## config.mk

```make
export PLATFORM = sky130hd
export DESIGN_NAME = banked_data_mem_flat
export DESIGN_NICKNAME = d
export VERILOG_FILES = /design/src/rtl/banked_data_mem_if.sv /design/src/rtl/banked_data_mem.sv /design/src/flat_wrapper.sv
export SDC_FILE = /design/constraint.sdc
export NUM_CORES = 2
export LEC_CHECK = 0
export BUFFER_PORTS_ARGS = -buffer_cell sky130_fd_sc_hd__buf_2
export CORE_ASPECT_RATIO = 2
export CORE_MARGIN = 4
export CORE_UTILIZATION = 45
export CTS_BUF_LIST = sky130_fd_sc_hd__clkbuf_16
export CTS_CLUSTER_DIAMETER = 100
export DETAILED_ROUTE_END_ITERATION = 8
export SYNTH_ARGS = -nofsm -noshare
export SYNTH_HDL_FRONTEND = slang
export SYNTH_SLANG_ARGS = --single-unit
```

## constraint.sdc

```tcl
create_clock -name clk -period 8.4 [get_ports clk]
set_input_delay 2.52 -clock clk [delete_from_list [all_inputs] [get_ports clk]]
set_output_delay 2.52 -clock clk [all_outputs]
set_load 0.01 [all_outputs]
```

## src/rtl/banked_data_mem_if.sv

```systemverilog
// banked_data_mem_if: request/response channel between a load/store unit and banked_data_mem
interface banked_data_mem_if #(
  parameter int DATA_W = 16,
  parameter int ADDR_W = 8
) ();
  localparam int BE_W = DATA_W / 8;
  logic              req_valid;
  logic              req_ready;
  logic              req_we;
  logic [ADDR_W-1:0] req_addr;
  logic [DATA_W-1:0] req_wdata;
  logic [BE_W-1:0]   req_be;
  logic              rsp_valid;
  logic              rsp_ready;
  logic [DATA_W-1:0] rsp_rdata;
  logic              rsp_err;
  modport master (
    output req_valid, req_we, req_addr, req_wdata, req_be, rsp_ready,
    input  req_ready, rsp_valid, rsp_rdata, rsp_err
  );
  modport slave (
    input  req_valid, req_we, req_addr, req_wdata, req_be, rsp_ready,
    output req_ready, rsp_valid, rsp_rdata, rsp_err
  );
endinterface

```

## src/rtl/banked_data_mem.sv

```systemverilog
// banked_data_mem: byte-lane data memory with wait states, valid/ready request and registered response
module banked_data_mem #(
  parameter int DATA_W   = 16,
  parameter int ADDR_W   = 8,
  parameter int DEPTH    = 256,
  parameter int WAIT_CYC = 1
) (
  input  logic              clk,
  input  logic              rst,
  banked_data_mem_if.slave  bus,
  output logic              busy
);
  localparam int BE_W = DATA_W / 8;
  localparam int WL   = WAIT_CYC > 0 ? WAIT_CYC - 1 : 0;
  typedef enum logic [1:0] {IDLE, WAIT, RESP} state_t;
  state_t            state, state_n;
  logic [3:0]        cnt;
  logic              we_q;
  logic [ADDR_W-1:0] addr_q;
  logic [DATA_W-1:0] wdata_q;
  logic [BE_W-1:0]   be_q;
  logic [DATA_W-1:0] rdata_q;
  logic              err_q;
  logic [DATA_W-1:0] mem [DEPTH];
  logic              accept, commit, c_we, in_range;
  logic [ADDR_W-1:0] c_addr, idx;
  logic [DATA_W-1:0] c_wdata;
  logic [BE_W-1:0]   c_be;
  // with no wait states the access commits on the accept edge straight from the request
  always_comb begin
    accept   = state == IDLE && bus.req_valid;
    commit   = WAIT_CYC == 0 ? accept : (state == WAIT && cnt == 4'd0);
    c_we     = WAIT_CYC == 0 ? bus.req_we    : we_q;
    c_addr   = WAIT_CYC == 0 ? bus.req_addr  : addr_q;
    c_wdata  = WAIT_CYC == 0 ? bus.req_wdata : wdata_q;
    c_be     = WAIT_CYC == 0 ? bus.req_be    : be_q;
    in_range = 32'(c_addr) < DEPTH;
    idx      = in_range ? c_addr : '0;
    state_n  = state == IDLE ? (accept ? (WAIT_CYC == 0 ? RESP : WAIT) : IDLE)
             : state == WAIT ? (cnt == 4'd0 ? RESP : WAIT)
             : (bus.rsp_ready ? IDLE : RESP);
  end
  always_ff @(posedge clk) begin
    if (rst) begin
      state   <= IDLE;
      cnt     <= '0;
      rdata_q <= '0;
      err_q   <= 1'b0;
    end else begin
      state <= state_n;
      if (accept) cnt <= 4'(WL);
      else if (state == WAIT && cnt != 4'd0) cnt <= cnt - 4'd1;
      if (commit) begin
        rdata_q <= (!c_we && in_range) ? mem[idx] : '0;
        err_q   <= !in_range;
      end
    end
  end
  always_ff @(posedge clk)
    if (accept) begin
      we_q    <= bus.req_we;
      addr_q  <= bus.req_addr;
      wdata_q <= bus.req_wdata;
      be_q    <= bus.req_be;
    end
  // a reset on the commit edge aborts the write
  always_ff @(posedge clk)
    for (int i = 0; i < BE_W; i++)
      if (!rst && commit && c_we && in_range && c_be[i]) mem[idx][8*i +: 8] <= c_wdata[8*i +: 8];
  assign bus.req_ready = state == IDLE;
  assign bus.rsp_valid = state == RESP;
  assign bus.rsp_rdata = rdata_q;
  assign bus.rsp_err   = err_q;
  assign busy          = state != IDLE;
endmodule

```

## src/flat_wrapper.sv

```systemverilog
// flat-port wrapper written by rule: the top's interface ports become plain ports
module banked_data_mem_flat 
#(
  parameter int DATA_W   = 16,
  parameter int ADDR_W   = 8,
  parameter int DEPTH    = 256,
  parameter int WAIT_CYC = 1
)
  (clk, rst, busy, bus_req_valid, bus_req_we, bus_req_addr, bus_req_wdata, bus_req_be, bus_rsp_ready, bus_req_ready, bus_rsp_valid, bus_rsp_rdata, bus_rsp_err);
  banked_data_mem_if #(.DATA_W(DATA_W), .ADDR_W(ADDR_W)) bus_i ();
  input  logic clk;
  input  logic rst;
  output logic busy;
  input wire logic [$bits(bus_i.req_valid)-1:0] bus_req_valid;
  input wire logic [$bits(bus_i.req_we)-1:0] bus_req_we;
  input wire logic [$bits(bus_i.req_addr)-1:0] bus_req_addr;
  input wire logic [$bits(bus_i.req_wdata)-1:0] bus_req_wdata;
  input wire logic [$bits(bus_i.req_be)-1:0] bus_req_be;
  input wire logic [$bits(bus_i.rsp_ready)-1:0] bus_rsp_ready;
  output wire logic [$bits(bus_i.req_ready)-1:0] bus_req_ready;
  output wire logic [$bits(bus_i.rsp_valid)-1:0] bus_rsp_valid;
  output wire logic [$bits(bus_i.rsp_rdata)-1:0] bus_rsp_rdata;
  output wire logic [$bits(bus_i.rsp_err)-1:0] bus_rsp_err;
  assign bus_i.req_valid = bus_req_valid;
  assign bus_i.req_we = bus_req_we;
  assign bus_i.req_addr = bus_req_addr;
  assign bus_i.req_wdata = bus_req_wdata;
  assign bus_i.req_be = bus_req_be;
  assign bus_i.rsp_ready = bus_rsp_ready;
  assign bus_req_ready = bus_i.req_ready;
  assign bus_rsp_valid = bus_i.rsp_valid;
  assign bus_rsp_rdata = bus_i.rsp_rdata;
  assign bus_rsp_err = bus_i.rsp_err;
  banked_data_mem #(.DATA_W(DATA_W), .ADDR_W(ADDR_W), .DEPTH(DEPTH), .WAIT_CYC(WAIT_CYC)) u_core (.clk(clk), .rst(rst), .bus(bus_i), .busy(busy));
endmodule
```

# ---- Yosys cells after proc, flatten, opt, wreduce, memory -nomap -nowiden
# Memory sizes are Yosys's and may differ from the RTL's. A register that Yosys moved wholly into a read port is not among the register bits.
# Index checks and enable logic that the tools add are counted.
# Widths: inputs -> output; s select.
dict set report totals {
  reg_bits 49
  ram_bits 4096
  in_bits 31
  output_inout_bits 20
  word_cells 35
  mem_count 1
}
dict set report classes {
  n_addsub 1
  n_eq_ne 2
  mux 11
  reduce_logical 13
}
# memory depth width read_ports rd_ports_with_merged_regs wr line_no
set mem_list {}
lappend mem_list {u_core.mem 256 16 1 1 1 banked_data_mem.sv:24} ;# logic [DATA_W-1:0] mem [DEPTH];
# operator n
set ops {}
lappend ops {{$mux 16} 1}
lappend ops {{$mux 2} 4}
lappend ops {{$mux 8} 1}
lappend ops {{$logic_and 1x1->1} 7}
lappend ops {{$mux 1} 5}
lappend ops {{$logic_not 4->1} 1}
lappend ops {{$reduce_bool 4->1} 1}
lappend ops {{$sub 4x1->4 const B} 1}
lappend ops {{$eq 2x1->1 const B} 1}
lappend ops {{$eq 2x2->1 const B} 1}
lappend ops {{$logic_not 2->1} 1}
lappend ops {{$reduce_bool 2->1} 1}
lappend ops {{$reduce_or 2->1} 1}
lappend ops {{$logic_not 1->1} 1}

# ---- Longest topological paths before layout
dict set report depth {
  ltp_word 7
  depth_mapped 13
  depth_no_buf 9
}

# ---- Worst setup path before layout
# Ideal clock, no wire load.
dict set report synth_timing {
  path_kind {input to register}
  start {input rst}
  end {memory u_core.mem[108][10], enable pin}
  setup_ns 0.370
  t_arrival_ns 4.049
  required_time_ns 8.030
  path_slack_ns 3.980
  stages 6
  n_path_buf 1
  path_cell_list {and3b_1 > nand3_1 > nor3_1 > nand3_1 > clkbuf_1 > nor2_1}
}
dict set report synth_between {
  elab_chain_len 6
}
# item line_no
set synth_lines {}
lappend synth_lines {{start, declared} flat_wrapper.sv:12} ;# input logic rst;
lappend synth_lines {{$logic_not 1->1} banked_data_mem.sv:69} ;# if (!rst && commit && c_we && in_range && c_be[i]) mem[idx][8*i +: 8] <= c_wdata[8*i +: 8];
lappend synth_lines {{$logic_and 1x1->1 (3 in series)} banked_data_mem.sv:69}
lappend synth_lines {{$mux 1} banked_data_mem.sv:69}
lappend synth_lines {{$mux 1 (not written as such)} banked_data_mem.sv:69}
lappend synth_lines {{end, declared} banked_data_mem.sv:24}
# Every way passes these cells.

# ---- Worst setup path after layout
dict set report layout_timing {
  start {input rst}
  end {memory u_core.mem[172][10], enable pin}
}
# Same word-level chain as after synthesis.

==> flow_metrics.py <==
metrics = {
    "sta": {
        "hold_violations": 0,
        "max_freq_ghz": 0.183,
        "fin_ws_ns": 2.93,
        "finalSetupViolCount": 0,
        "maxSlewHeadroom_pct": -2.42,
        "tightestPinTransition_ns": 1.53,
        "finalMaxSlewViolations": 2,
        "tns_ns": 0,
        "rsz0062_at_grt": "false",
        "hold_slack_ns": 0.479,
        "final.period_utilization_pct": 65.1,
        "finalCriticalPeriod_ns": 5.47,
        "finClkSkew_ns": 0.0490,
    },
    "floorplan": {
        "die_area_mm2": 0.366,
        "fp.coreArea_mm2": 0.355,
        "num_rows": 309,
        "initial_core_util_pct": 45.2,
        "die_w_um": 430,
        "die_h_um": 852,
        "io_pins": 51,
    },
    "run_status": {
        "violations": "max-capacitance violations, max-slew violations",
        "status": "complete, but fails checks",
    },
    "setup_path": {
        "required_ns": 8.97,
        "startpoint": "rst",
        "cpMaxStageDelayCell": "nand3_2",
        "startpoint_type": "input port",
        "end_kind": "flop",
        "cp_cell_sequence": "buf_2, and3b_1, nand3_1, nor3_1, nand3_2, buf_4, nor2_1",
        "r2r-end": "u_core.bus.rsp_rdata[7]",
        "max_stage_delay_ns": 0.80,
        "r2r_slack_ns": 2.93,
        "crit_family": "simple AND/OR/NAND/NOR gates",
        "worstSetupPathType": "in2reg",
        "arrival_ns": 6.04,
        "path_max_fanout": 13,
        "worst_r2r_path_depth": 10,
        "path_buf_inv": 2,
    },
    "cts": {
        "cts-buffers-inserted": 355,
        "cts_max_path_buffers": 4,
        "clk_latency_ns": 0.95,
        "postCtsSetupRepairBufs": 0,
        "cts_tree": "yes",
        "htreeDepth": 5,
        "cts-root-buf": "clkbuf_16",
        "clk_pin_slew_ns": 0.07,
        "cts_sinks": 4153,
        "ctsHoldBuffers": 0,
        "cts_resized": 0,
    },
    "synth": {
        "synth_area_leaders": "edfxtp_1, mux4_2, nor2_1",
        "ys_types": 74,
        "yosysMostFrequentCell": "edfxtp_1",
        "synthesis.area_mm2": 0.160,
        "synth_seq_area_share_pct": 77.6,
        "yosys.area.top_type": "edfxtp_1",
        "yosys.area.top_type_share_pct": 77.3,
        "ys_ff_latch": 4153,
        "synthTopCellsByCount": "edfxtp_1, mux4_2, nor2_1",
        "synthArstFlopShare_pct": 0,
        "ys.flop_type": "edfxtp_1",
        "synth-edff-count": 4123,
        "synth_fp_nets": 7515,
        "synthCells": 7482,
        "ys_warn_count": 0,
        "avgSynthCellArea_um2": 21.4,
    },
    "power_and_ir_drop": {
        "internal_power_mw": 33.5,
        "power_frac_comb_pct": 9.8,
        "total_leakage_power_nw": 54.2,
        "ir_drop_uv": 167,
        "p_per_area_mw_per_mm2": 248,
        "switching_share_pct": 24.0,
        "p_switching_mw": 10.6,
        "power_frac_clock_pct": 38.1,
        "pwr-share-seq_pct": 52.1,
    },
    "global_routing": {
        "globalRouteTotalUtil_pct": 26.8,
        "grt_overflow": 0,
        "grt_max_degree": 155,
        "grt_pass1_vias": 82500,
        "grt_pass1_wl_um": 677000,
        "antenna_found_initial": 22,
    },
    "routing": {
        "dr.pass1.iters": 8,
        "vias": 79500,
        "detail-route-antenna-nets": 0,
        "wl_per_cell_um": 39.3,
        "drtIter0Drc": 9603,
        "drc": 0,
        "viasPerCell": 6.30,
        "drt-total-wl_um": 495000,
    },
    "placed_design": {
        "dp.cells": 12000,
        "numPortBuffers": 49,
        "place_hpwl_um": 322000,
        "place_ws_ns": 2.11,
        "routabilityCongestion": 0.918,
    },
    "layout": {
        "final-instance-count-excl-fill": 12600,
        "syn2layout_area_growth_pct": 10.8,
        "layout-drive-gt1-share_pct": 23.0,
        "finalNetCount": 7682,
    },
    "worst_hold_path": {
        "min_path_type": "reg2reg",
        "worstHoldStart": "u_core.bus.rsp_rdata[8]",
        "hold_path_depth": 2,
        "min_to": "u_core.bus.rsp_rdata[8]",
    },
    "job": {
        "cap_violations": 2,
    },
}
[registers in the layout, summed over array words and instances (netlist names), named ones only]
register,cells
u_core.state,2
u_core.mem,4096
u_core.bus.rsp_rdata,16
u_core.addr_q,8
u_core.c_we,1
u_core.be_q,2
u_core.c_wdata,16
u_core.cnt,4
[power by group through the flow]
stage          Clock [mW]  Combinational [mW]  Sequential, mW
2_1_floorplan           0                2.31            23.7
3_3_place_gp            0                4.30            23.5
3_5_place_dp            0                4.31            23.5
4_1_cts              17.0                4.32            23.0
5_1_grt              17.8                4.41            23.0
6_report             16.8                4.32            23.0
[placed cells by master, fill, tap and decap left out, types with 19 or more instances in the layout]
master         n
buf_4        191
clkinv_1      58
clkinv_4      22
o22ai_1      128
nand3_1       90
clkinv_2      40
dfxtp_1       22
nand2_1      161
nor2_1       569
a211oi_1      27
nand4_1       24
a22oi_1      203
clkinvlp_4    38
buf_2         49
buf_12        35
a221oi_1      32
o21ai_0       42
edfxtp_1    4123
bufinv_16     42
a21oi_1       74
mux4_2       935
mux2i_1      191
inv_6         22
nor2b_1       30
mux4_1        27
o221ai_1      19
mux2_2        22
inv_1         59
clkbuf_16    363
nor3_1        36
[worst max-delay path by stage]
stage / slack (ns) / cells after the start / end
after detailed placement: 2.11 / 7 / u_core.mem[172][11]
after global placement: 2.12 / 7 / u_core.mem[172][11]
after CTS: 3.08 / 8 / u_core.bus.rsp_rdata[11]
final: 2.93 / 7 / u_core.mem[172][10]
after floorplan: 3.98 / 6 / u_core.mem[108][10]
after global routing: 2.90 / 7 / u_core.mem[140][14]
[metrics by stage]
stage	util, %	power (mW)	cell area, um^2
2_1_floorplan	-	26.0	160000
3_3_place_gp	46.8	27.8	166000
3_5_place_dp	46.8	27.8	166000
4_1_cts	50.1	44.3	178000
5_1_grt	50.1	45.2	178000
6_report	50.1	44.1	178000
[worst register-to-register path, cell delays in order, from the launching register on]
cell,delay [ns]
dfxtp_4,0.77
buf_4,0.77
nor2b_1,0.45
buf_4,0.33
and3_1,0.20
buf_4,0.25
nand2_1,0.42
o22ai_1,0.31
nor4_1,0.57
nand4_1,0.81
a221oi_1,0.49
[final cells by class]
class / instances / area [um^2]
Sequential cell: 4153 / 124000
Clock inverter: 278 / 2610
Timing Repair Buffer: 275 / 2380
Multi-Input combinational cell: 2854 / 33100
Antenna cell: 16 / 40.0
Clock buffer: 363 / 9080
Tap cell: 4665 / 5840
Fill cell: 27900 / 177000
Inverter: 10 / 41.3
[metal layers]
metal	track usage, %	share of wire (%)
met1	28.9	32
met2	47.9	53
met3	3.99	6.6
met4	19.2	8.7
met5	0	0.0087
[kinds of logic after synthesis]
logic type / synth area share, %
adder cells (fa/ha/maj): 0.0156
AND/OR/NAND/NOR: 2.77
multiplexers: 14.9
XOR/XNOR: 0.0164
flip-flops: 77.6
AO/OA/AOI/OAI: 2.84
other: 0.00234
buffers and inverters: 1.79
(Power assumes the default switching activity.)
